## src/rtl/hazard_tnew_pipeline_pkg.sv

```systemverilog
// Shared constants and types for the Tnew tracking pipeline.
package hazard_tnew_pipeline_pkg;

    // Forwarding source for an ID-stage operand
    typedef enum logic [1:0] {
        FWD_RF  = 2'd0,
        FWD_EX  = 2'd1,
        FWD_MEM = 2'd2,
        FWD_WB  = 2'd3
    } fwd_sel_e;

    // Tnew an instruction carries when it enters EX
    localparam int TNEW_LOAD = 2;
    localparam int TNEW_ALU  = 1;
    localparam int TNEW_LINK = 0;

    // Destination value of a bubble; WA=0 means "no producer"
    localparam int BUBBLE_WA = 0;

endpackage

```

## src/rtl/hazard_tnew_pipeline_if.sv

```systemverilog
// ID-stage inputs and tracked-state outputs of hazard_tnew_pipeline.
// The counters exist only when HAZARD_STALL_CNT_EN is defined.
interface hazard_tnew_pipeline_if #(
    parameter int ADDR_W = 5,
    parameter int TNEW_W = 2
);
    logic              Stall;
    logic              Flush;
    logic [ADDR_W-1:0] WA_ID;
    logic [TNEW_W-1:0] Tnew_ID;
    logic [ADDR_W-1:0] RA1_ID;
    logic [ADDR_W-1:0] RA2_ID;

    logic [ADDR_W-1:0] WA_EX;
    logic [ADDR_W-1:0] WA_MEM;
    logic [ADDR_W-1:0] WA_WB;
    logic [TNEW_W-1:0] Tnew_EX;
    logic [TNEW_W-1:0] Tnew_MEM;
    logic [TNEW_W-1:0] Tnew_WB;
    logic [1:0]        FwdSel_RA1;
    logic [1:0]        FwdSel_RA2;

`ifdef HAZARD_STALL_CNT_EN
    logic [31:0]       StallCnt;
    logic [31:0]       BubbleCnt;

    modport master (
        output Stall, Flush, WA_ID, Tnew_ID, RA1_ID, RA2_ID,
        input  WA_EX, WA_MEM, WA_WB, Tnew_EX, Tnew_MEM, Tnew_WB,
        input  FwdSel_RA1, FwdSel_RA2, StallCnt, BubbleCnt
    );
    modport slave (
        input  Stall, Flush, WA_ID, Tnew_ID, RA1_ID, RA2_ID,
        output WA_EX, WA_MEM, WA_WB, Tnew_EX, Tnew_MEM, Tnew_WB,
        output FwdSel_RA1, FwdSel_RA2, StallCnt, BubbleCnt
    );
`else
    modport master (
        output Stall, Flush, WA_ID, Tnew_ID, RA1_ID, RA2_ID,
        input  WA_EX, WA_MEM, WA_WB, Tnew_EX, Tnew_MEM, Tnew_WB,
        input  FwdSel_RA1, FwdSel_RA2
    );
    modport slave (
        input  Stall, Flush, WA_ID, Tnew_ID, RA1_ID, RA2_ID,
        output WA_EX, WA_MEM, WA_WB, Tnew_EX, Tnew_MEM, Tnew_WB,
        output FwdSel_RA1, FwdSel_RA2
    );
`endif

endinterface

```

## src/rtl/hazard_tnew_pipeline_fwd_select.sv

```systemverilog
// Combinational forwarding select for one ID-stage source register.
// Only the youngest stage whose WA matches may be chosen; if that stage
// has not produced its result yet, the operand is left on the register
// file and the stall generator is expected to hold ID.
module hazard_tnew_pipeline_fwd_select
    import hazard_tnew_pipeline_pkg::*;
#(
    parameter int ADDR_W = 5,
    parameter int TNEW_W = 2
) (
    input  logic [ADDR_W-1:0] ra_i,
    input  logic [ADDR_W-1:0] wa_ex_i,
    input  logic [TNEW_W-1:0] tnew_ex_i,
    input  logic [ADDR_W-1:0] wa_mem_i,
    input  logic [TNEW_W-1:0] tnew_mem_i,
    input  logic [ADDR_W-1:0] wa_wb_i,
    input  logic [TNEW_W-1:0] tnew_wb_i,
    output fwd_sel_e          sel_o
);

    // Youngest matching producer decides; r0 never forwards
    always_comb begin
        sel_o = FWD_RF;
        if (ra_i != '0) begin
            if (wa_ex_i == ra_i) begin
                sel_o = (tnew_ex_i == '0) ? FWD_EX : FWD_RF;
            end else if (wa_mem_i == ra_i) begin
                sel_o = (tnew_mem_i == '0) ? FWD_MEM : FWD_RF;
            end else if (wa_wb_i == ra_i) begin
                sel_o = (tnew_wb_i == '0) ? FWD_WB : FWD_RF;
            end
        end
    end

endmodule

```

## src/rtl/hazard_tnew_pipeline.sv

```systemverilog
// Tracks destination register and Tnew of each in-flight instruction
// through EX/MEM/WB and derives ID-stage forwarding selects.
// Optional: define HAZARD_STALL_CNT_EN to add StallCnt/BubbleCnt.
module hazard_tnew_pipeline
    import hazard_tnew_pipeline_pkg::*;
#(
    parameter int ADDR_W = 5,
    parameter int TNEW_W = 2
) (
    input  logic                    clk,
    input  logic                    reset,
    hazard_tnew_pipeline_if.slave   bus
);

    function automatic logic [TNEW_W-1:0] sat_dec(input logic [TNEW_W-1:0] x);
        return (x == '0) ? '0 : x - 1'b1;
    endfunction

    logic [ADDR_W-1:0] wa_ex_q,   wa_ex_d;
    logic [TNEW_W-1:0] tnew_ex_q, tnew_ex_d;
    logic [ADDR_W-1:0] wa_mem_q,   wa_mem_d;
    logic [TNEW_W-1:0] tnew_mem_q, tnew_mem_d;
    logic [ADDR_W-1:0] wa_wb_q,   wa_wb_d;
    logic [TNEW_W-1:0] tnew_wb_q, tnew_wb_d;
    logic              bubble;

    assign bubble = bus.Stall | bus.Flush;

    // Next stage contents: EX takes ID or a bubble, older stages shift and age
    always_comb begin
        wa_ex_d    = bubble ? ADDR_W'(BUBBLE_WA) : bus.WA_ID;
        tnew_ex_d  = bubble ? '0 : bus.Tnew_ID;
        wa_mem_d   = wa_ex_q;
        tnew_mem_d = sat_dec(tnew_ex_q);
        wa_wb_d    = wa_mem_q;
        tnew_wb_d  = sat_dec(tnew_mem_q);
    end

    // Stage registers advance every cycle; reset empties the whole pipe
    always_ff @(posedge clk) begin
        if (reset) begin
            wa_ex_q    <= '0;
            tnew_ex_q  <= '0;
            wa_mem_q   <= '0;
            tnew_mem_q <= '0;
            wa_wb_q    <= '0;
            tnew_wb_q  <= '0;
        end else begin
            wa_ex_q    <= wa_ex_d;
            tnew_ex_q  <= tnew_ex_d;
            wa_mem_q   <= wa_mem_d;
            tnew_mem_q <= tnew_mem_d;
            wa_wb_q    <= wa_wb_d;
            tnew_wb_q  <= tnew_wb_d;
        end
    end

    assign bus.WA_EX    = wa_ex_q;
    assign bus.WA_MEM   = wa_mem_q;
    assign bus.WA_WB    = wa_wb_q;
    assign bus.Tnew_EX  = tnew_ex_q;
    assign bus.Tnew_MEM = tnew_mem_q;
    assign bus.Tnew_WB  = tnew_wb_q;

    fwd_sel_e sel_ra1;
    fwd_sel_e sel_ra2;

    hazard_tnew_pipeline_fwd_select #(.ADDR_W(ADDR_W), .TNEW_W(TNEW_W)) u_fwd_ra1 (
        .ra_i       (bus.RA1_ID),
        .wa_ex_i    (wa_ex_q),
        .tnew_ex_i  (tnew_ex_q),
        .wa_mem_i   (wa_mem_q),
        .tnew_mem_i (tnew_mem_q),
        .wa_wb_i    (wa_wb_q),
        .tnew_wb_i  (tnew_wb_q),
        .sel_o      (sel_ra1)
    );

    hazard_tnew_pipeline_fwd_select #(.ADDR_W(ADDR_W), .TNEW_W(TNEW_W)) u_fwd_ra2 (
        .ra_i       (bus.RA2_ID),
        .wa_ex_i    (wa_ex_q),
        .tnew_ex_i  (tnew_ex_q),
        .wa_mem_i   (wa_mem_q),
        .tnew_mem_i (tnew_mem_q),
        .wa_wb_i    (wa_wb_q),
        .tnew_wb_i  (tnew_wb_q),
        .sel_o      (sel_ra2)
    );

    assign bus.FwdSel_RA1 = sel_ra1;
    assign bus.FwdSel_RA2 = sel_ra2;

`ifdef HAZARD_STALL_CNT_EN
    logic [31:0] stall_cnt_q,  stall_cnt_d;
    logic [31:0] bubble_cnt_q, bubble_cnt_d;

    // Event counters wrap naturally at 2^32
    always_comb begin
        stall_cnt_d  = stall_cnt_q  + (bus.Stall ? 32'd1 : 32'd0);
        bubble_cnt_d = bubble_cnt_q + (bubble    ? 32'd1 : 32'd0);
    end

    // Counter registers, cleared by reset
    always_ff @(posedge clk) begin
        if (reset) begin
            stall_cnt_q  <= '0;
            bubble_cnt_q <= '0;
        end else begin
            stall_cnt_q  <= stall_cnt_d;
            bubble_cnt_q <= bubble_cnt_d;
        end
    end

    assign bus.StallCnt  = stall_cnt_q;
    assign bus.BubbleCnt = bubble_cnt_q;
`endif

endmodule
```

## src/flat_wrapper.sv

```systemverilog
// flat-port wrapper written by rule: the top's interface ports become plain ports
module hazard_tnew_pipeline_flat import hazard_tnew_pipeline_pkg::*;
#(
    parameter int ADDR_W = 5,
    parameter int TNEW_W = 2
)
  (clk, reset, bus_Stall, bus_Flush, bus_WA_ID, bus_Tnew_ID, bus_RA1_ID, bus_RA2_ID, bus_WA_EX, bus_WA_MEM, bus_WA_WB, bus_Tnew_EX, bus_Tnew_MEM, bus_Tnew_WB, bus_FwdSel_RA1, bus_FwdSel_RA2);
  hazard_tnew_pipeline_if #(.ADDR_W(ADDR_W), .TNEW_W(TNEW_W)) bus_i ();
  input  logic clk;
  input  logic reset;
  input wire logic [$bits(bus_i.Stall)-1:0] bus_Stall;
  input wire logic [$bits(bus_i.Flush)-1:0] bus_Flush;
  input wire logic [$bits(bus_i.WA_ID)-1:0] bus_WA_ID;
  input wire logic [$bits(bus_i.Tnew_ID)-1:0] bus_Tnew_ID;
  input wire logic [$bits(bus_i.RA1_ID)-1:0] bus_RA1_ID;
  input wire logic [$bits(bus_i.RA2_ID)-1:0] bus_RA2_ID;
  output wire logic [$bits(bus_i.WA_EX)-1:0] bus_WA_EX;
  output wire logic [$bits(bus_i.WA_MEM)-1:0] bus_WA_MEM;
  output wire logic [$bits(bus_i.WA_WB)-1:0] bus_WA_WB;
  output wire logic [$bits(bus_i.Tnew_EX)-1:0] bus_Tnew_EX;
  output wire logic [$bits(bus_i.Tnew_MEM)-1:0] bus_Tnew_MEM;
  output wire logic [$bits(bus_i.Tnew_WB)-1:0] bus_Tnew_WB;
  output wire logic [$bits(bus_i.FwdSel_RA1)-1:0] bus_FwdSel_RA1;
  output wire logic [$bits(bus_i.FwdSel_RA2)-1:0] bus_FwdSel_RA2;
  assign bus_i.Stall = bus_Stall;
  assign bus_i.Flush = bus_Flush;
  assign bus_i.WA_ID = bus_WA_ID;
  assign bus_i.Tnew_ID = bus_Tnew_ID;
  assign bus_i.RA1_ID = bus_RA1_ID;
  assign bus_i.RA2_ID = bus_RA2_ID;
  assign bus_WA_EX = bus_i.WA_EX;
  assign bus_WA_MEM = bus_i.WA_MEM;
  assign bus_WA_WB = bus_i.WA_WB;
  assign bus_Tnew_EX = bus_i.Tnew_EX;
  assign bus_Tnew_MEM = bus_i.Tnew_MEM;
  assign bus_Tnew_WB = bus_i.Tnew_WB;
  assign bus_FwdSel_RA1 = bus_i.FwdSel_RA1;
  assign bus_FwdSel_RA2 = bus_i.FwdSel_RA2;
  hazard_tnew_pipeline #(.ADDR_W(ADDR_W), .TNEW_W(TNEW_W)) u_core (.clk(clk), .reset(reset), .bus(bus_i));
endmodule
```

## config.mk

```make
export PLATFORM = sky130hd
export DESIGN_NAME = hazard_tnew_pipeline_flat
export DESIGN_NICKNAME = d
export VERILOG_FILES = /design/src/rtl/hazard_tnew_pipeline_pkg.sv /design/src/rtl/hazard_tnew_pipeline_if.sv /design/src/rtl/hazard_tnew_pipeline_fwd_select.sv /design/src/rtl/hazard_tnew_pipeline.sv /design/src/flat_wrapper.sv
export SDC_FILE = /design/constraint.sdc
export NUM_CORES = 1
export LEC_CHECK = 0
export ABC_CLOCK_PERIOD_IN_PS = 1200
export BUFFER_PORTS_ARGS = -buffer_cell sky130_fd_sc_hd__buf_2
export CORE_MARGIN = 2
export CORE_UTILIZATION = 38
export DETAILED_ROUTE_END_ITERATION = 16
export GPL_TIMING_DRIVEN = 0
export HOLD_SLACK_MARGIN = 0.15
export PLACE_DENSITY = 0.67
export SKIP_CTS_REPAIR_TIMING = 1
export SLEW_MARGIN = 20
export SYNTH_ARGS = -nofsm -noshare
export SYNTH_HDL_FRONTEND = slang
export SYNTH_SLANG_ARGS = --single-unit
```

## constraint.sdc

```tcl
create_clock -name clk -period 1.2 [get_ports clk]
set_input_delay 0.12 -clock clk [delete_from_list [all_inputs] [get_ports clk]]
set_output_delay 0.12 -clock clk [all_outputs]
set_load 0.1 [all_outputs]
```

==> qor.yml <==
status:
  status: "complete, but fails checks"
  violations: "setup timing"
pwr:
  irDropWorstVdd_mv: 0.646
  p_int_mw: 0.964
  power_frac_comb_pct: 28.6
  p_sw_mw: 0.471
  swShare_pct: 32.8
  powerDensity_nw_per_um2: 871
  p_leak_nw: 0.667
  power_mw: 1.44
  power_frac_clock_pct: 22.4
  power_frac_seq_pct: 49.0
logic_synthesis:
  syn_area_per_cell_um2: 9.43
  synth_async_sr_flop_share_pct: 0
  synth_edf_count: 0
  synth_common_cells: "21 x dfxtp_1, 20 x xnor2_1, 10 x nor2b_1, 10 x xor2_1"
  synth.yosys.seq_area_share_pct: 40.1
  synth.distinct_cells: 20
  yosys_warnings: 0
  synthMostInstantiatedCell: "dfxtp_1"
  syn-num-nets: 134
  synth_area_leaders: "dfxtp_1 40%, xnor2_1 17%, xor2_1 8.4%, nor2b_1 6.0%, and2_1 4.2%"
  synthFlopType: "dfxtp_1"
  ys_ff_latch: 21
  synth_top_area_share_pct: 40.1
  yosysTopAreaCell: "dfxtp_1"
  netlist_instances: 111
  syn_area_um2: 1050
timing:
  slew_violations: 0
  skew_ns: 0.00322
  tightest_slew_ns: 0.522
  fin_hold_ws_ns: 0.173
  clock.fmax_mhz: 532
  rsz0062_at_grt: "yes"
  slew_headroom_pct: 64.9
  period_share_pct: 157
  finalCriticalPeriod_ns: 1.88
  hold_viol_final: 0
  setup_ws_ns: -0.678
  setup_viol: 5
cts:
  clk_pin_slew_ns: 0.11
  root_buffer: "clkbuf_4"
  numClockSinks: 21
  tritoncts: "yes"
  numCtsBuffers: 3
  cts_max_level: 1
  insertion_delay_ns: 0.29
  cts_max_path_buffers: 2
critical_path:
  endpoint_kind: "primary output"
  crit_required_ns: 1.08
  crit_buf_inv: 1
  worstPathArrival_ns: 1.76
  critical_path.cell_chain: "xor2_2, nor4_2, o211ai_1, o21ai_4, buf_12"
  crit_family: "compound AO/OA/AOI/OAI gates"
  slowest_stage: "dfxtp_4"
  worstSetupPathType: "flop to primary output"
  cp_max_fo: 3
  cp-start-kind: "flop"
  slowest_delay_ns: 0.38
die:
  core_um2: 2690
  start_util_pct: 39.0
  io_pins: 46
  num_rows: 19
  die_w_um: 56.5
  die_area_um2: 3190
  die_h_um: 56.5
route:
  ant_nets: 0
  via_count: 944
  top_layer_used: "met4"
  firstDrtPassIters: 4
  via_per_inst: 4.74
  drt_wl_total_um: 2550
  drcViolationCount: 0
  drtIter0Drc: 9
  wl_met1_um: 1020
  wl_per_cell_um: 12.8
  wl_met3_um: 105
  wl_met2_um: 1380
placement:
  port_buffers: 45
  dp_hpwl_um: 2050
  pre_cts_slack_ns: -0.570
  postPlaceCellArea_um2: 1410
  dp.cells: 187
  gp_congestion: 0.825
global_route:
  grt.overflow.total: 0
  grt_pass1_vias: 861
  track_usage_pct: 15.5
  grt_max_degree: 12
  grt_pass1_wl_um: 3870
  antenna_found_initial: 0
finish:
  area_delta_synth_final_pct: 57.3
  final_cells: 199
  drive_above_1_share_pct: 47.6
  design_area_um2: 1650
  final_nets: 192
  nFillCells: 240
  n_antenna_cell: 0
flow_run:
  drv_cap: 0
min_path:
  hp-class: "primary input to flop"
[sequential cells by signal, summed over array words and instances, names as in the netlist]
name / flops
u_core.bus.Tnew_EX: 2
u_core.bus.Tnew_MEM: 2
u_core.bus.Tnew_WB: 2
u_core.bus.WA_EX: 5
u_core.bus.WA_MEM: 5
u_core.bus.WA_WB: 5
[worst reg2reg max path: cells and delay by family (launching register included)]
family / cells / cell delay, ns
DFF: 1 / 0.36
adders and majority gates: 1 / 0.28
and+or+nand+nor: 1 / 0.17
buffers and inverters: 1 / 0.04
[cells in the final DEF (no fill, tap or decap), drive strengths merged, types with 5 or more instances in the layout]
cell,netlist,layout
nor2b,10,10
and2,7,7
dlygate4sd3,0,8
buf,0,25
o21ai,6,6
inv,5,5
clkbuf,1,25
xor2,10,10
nor3,7,7
dfxtp,21,21
xnor2,20,20
[worst paths after layout]
| kind | start | end | slack (ns) | cells past startpoint |
|---|---|---|---|---|
| min | bus_Stall | u_core.bus.WA_EX[2]$_SDFF_PP0_ | 0.17 | 3 |
| max reg2reg | u_core.bus.Tnew_EX[0]$_SDFF_PP0_ | u_core.bus.Tnew_MEM[1]$_SDFF_PP0_ | 0.27 | 3 |
| max | u_core.bus.WA_WB[4]$_SDFF_PP0_ | bus_FwdSel_RA2[0] | -0.68 | 5 |
| min reg2reg | u_core.bus.Tnew_EX[0]$_SDFF_PP0_ | u_core.bus.Tnew_MEM[0]$_SDFF_PP0_ | 0.42 | 1 |
[power groups by stage]
stage	registers [mW]	clock network [mW]	logic, mW
2_1_floorplan	0.828	0	0.154
3_3_place_gp	0.719	0	0.353
3_5_place_dp	0.720	0	0.359
4_1_cts	0.704	0.335	0.359
5_1_grt	0.707	0.366	0.435
6_report	0.704	0.321	0.410
[per-layer routing]
metal  vias up  global-route usage (%)
li1        477                       -
met1       437                    19.1
met2        26                    27.2
met3         4                    1.84
met4         0                    6.12
met5         -                       0
[cell families after synthesis]
logic type	count (synthesis)	synth area share, %
AOI/OAI and AO/OA	10	6.69
DFF	21	40.1
adders and majority gates	2	2.39
buffers and inverters	6	2.15
xor gates and xnor gates	30	25.1
and+or+nand+nor	42	23.5
[through the flow]
| stage | setup TNS, ns | utilization (%) |
|---|---|---|
| final | -2.67 | 61.3 |
| after global routing | -3.00 | 61.3 |
| after CTS | -4.12 | 53.5 |
| after detailed placement | -2.23 | 52.5 |
| after global placement | -2.20 | 52.5 |
| after floorplan | -2.62 | - |
[layout make-up]
cell class | count | area, um^2 | area share [%]
clock buffer | 4 | 26.3 | 1.59
tap | 31 | 38.8 | 2.35
inverter | 5 | 18.8 | 1.14
timing repair buffer | 53 | 415 | 25.2
multi-input combinational | 84 | 663 | 40.2
sequential | 21 | 482 | 29.2
buffer | 1 | 3.75 | 0.228
Power figures use the tool's default switching activity.
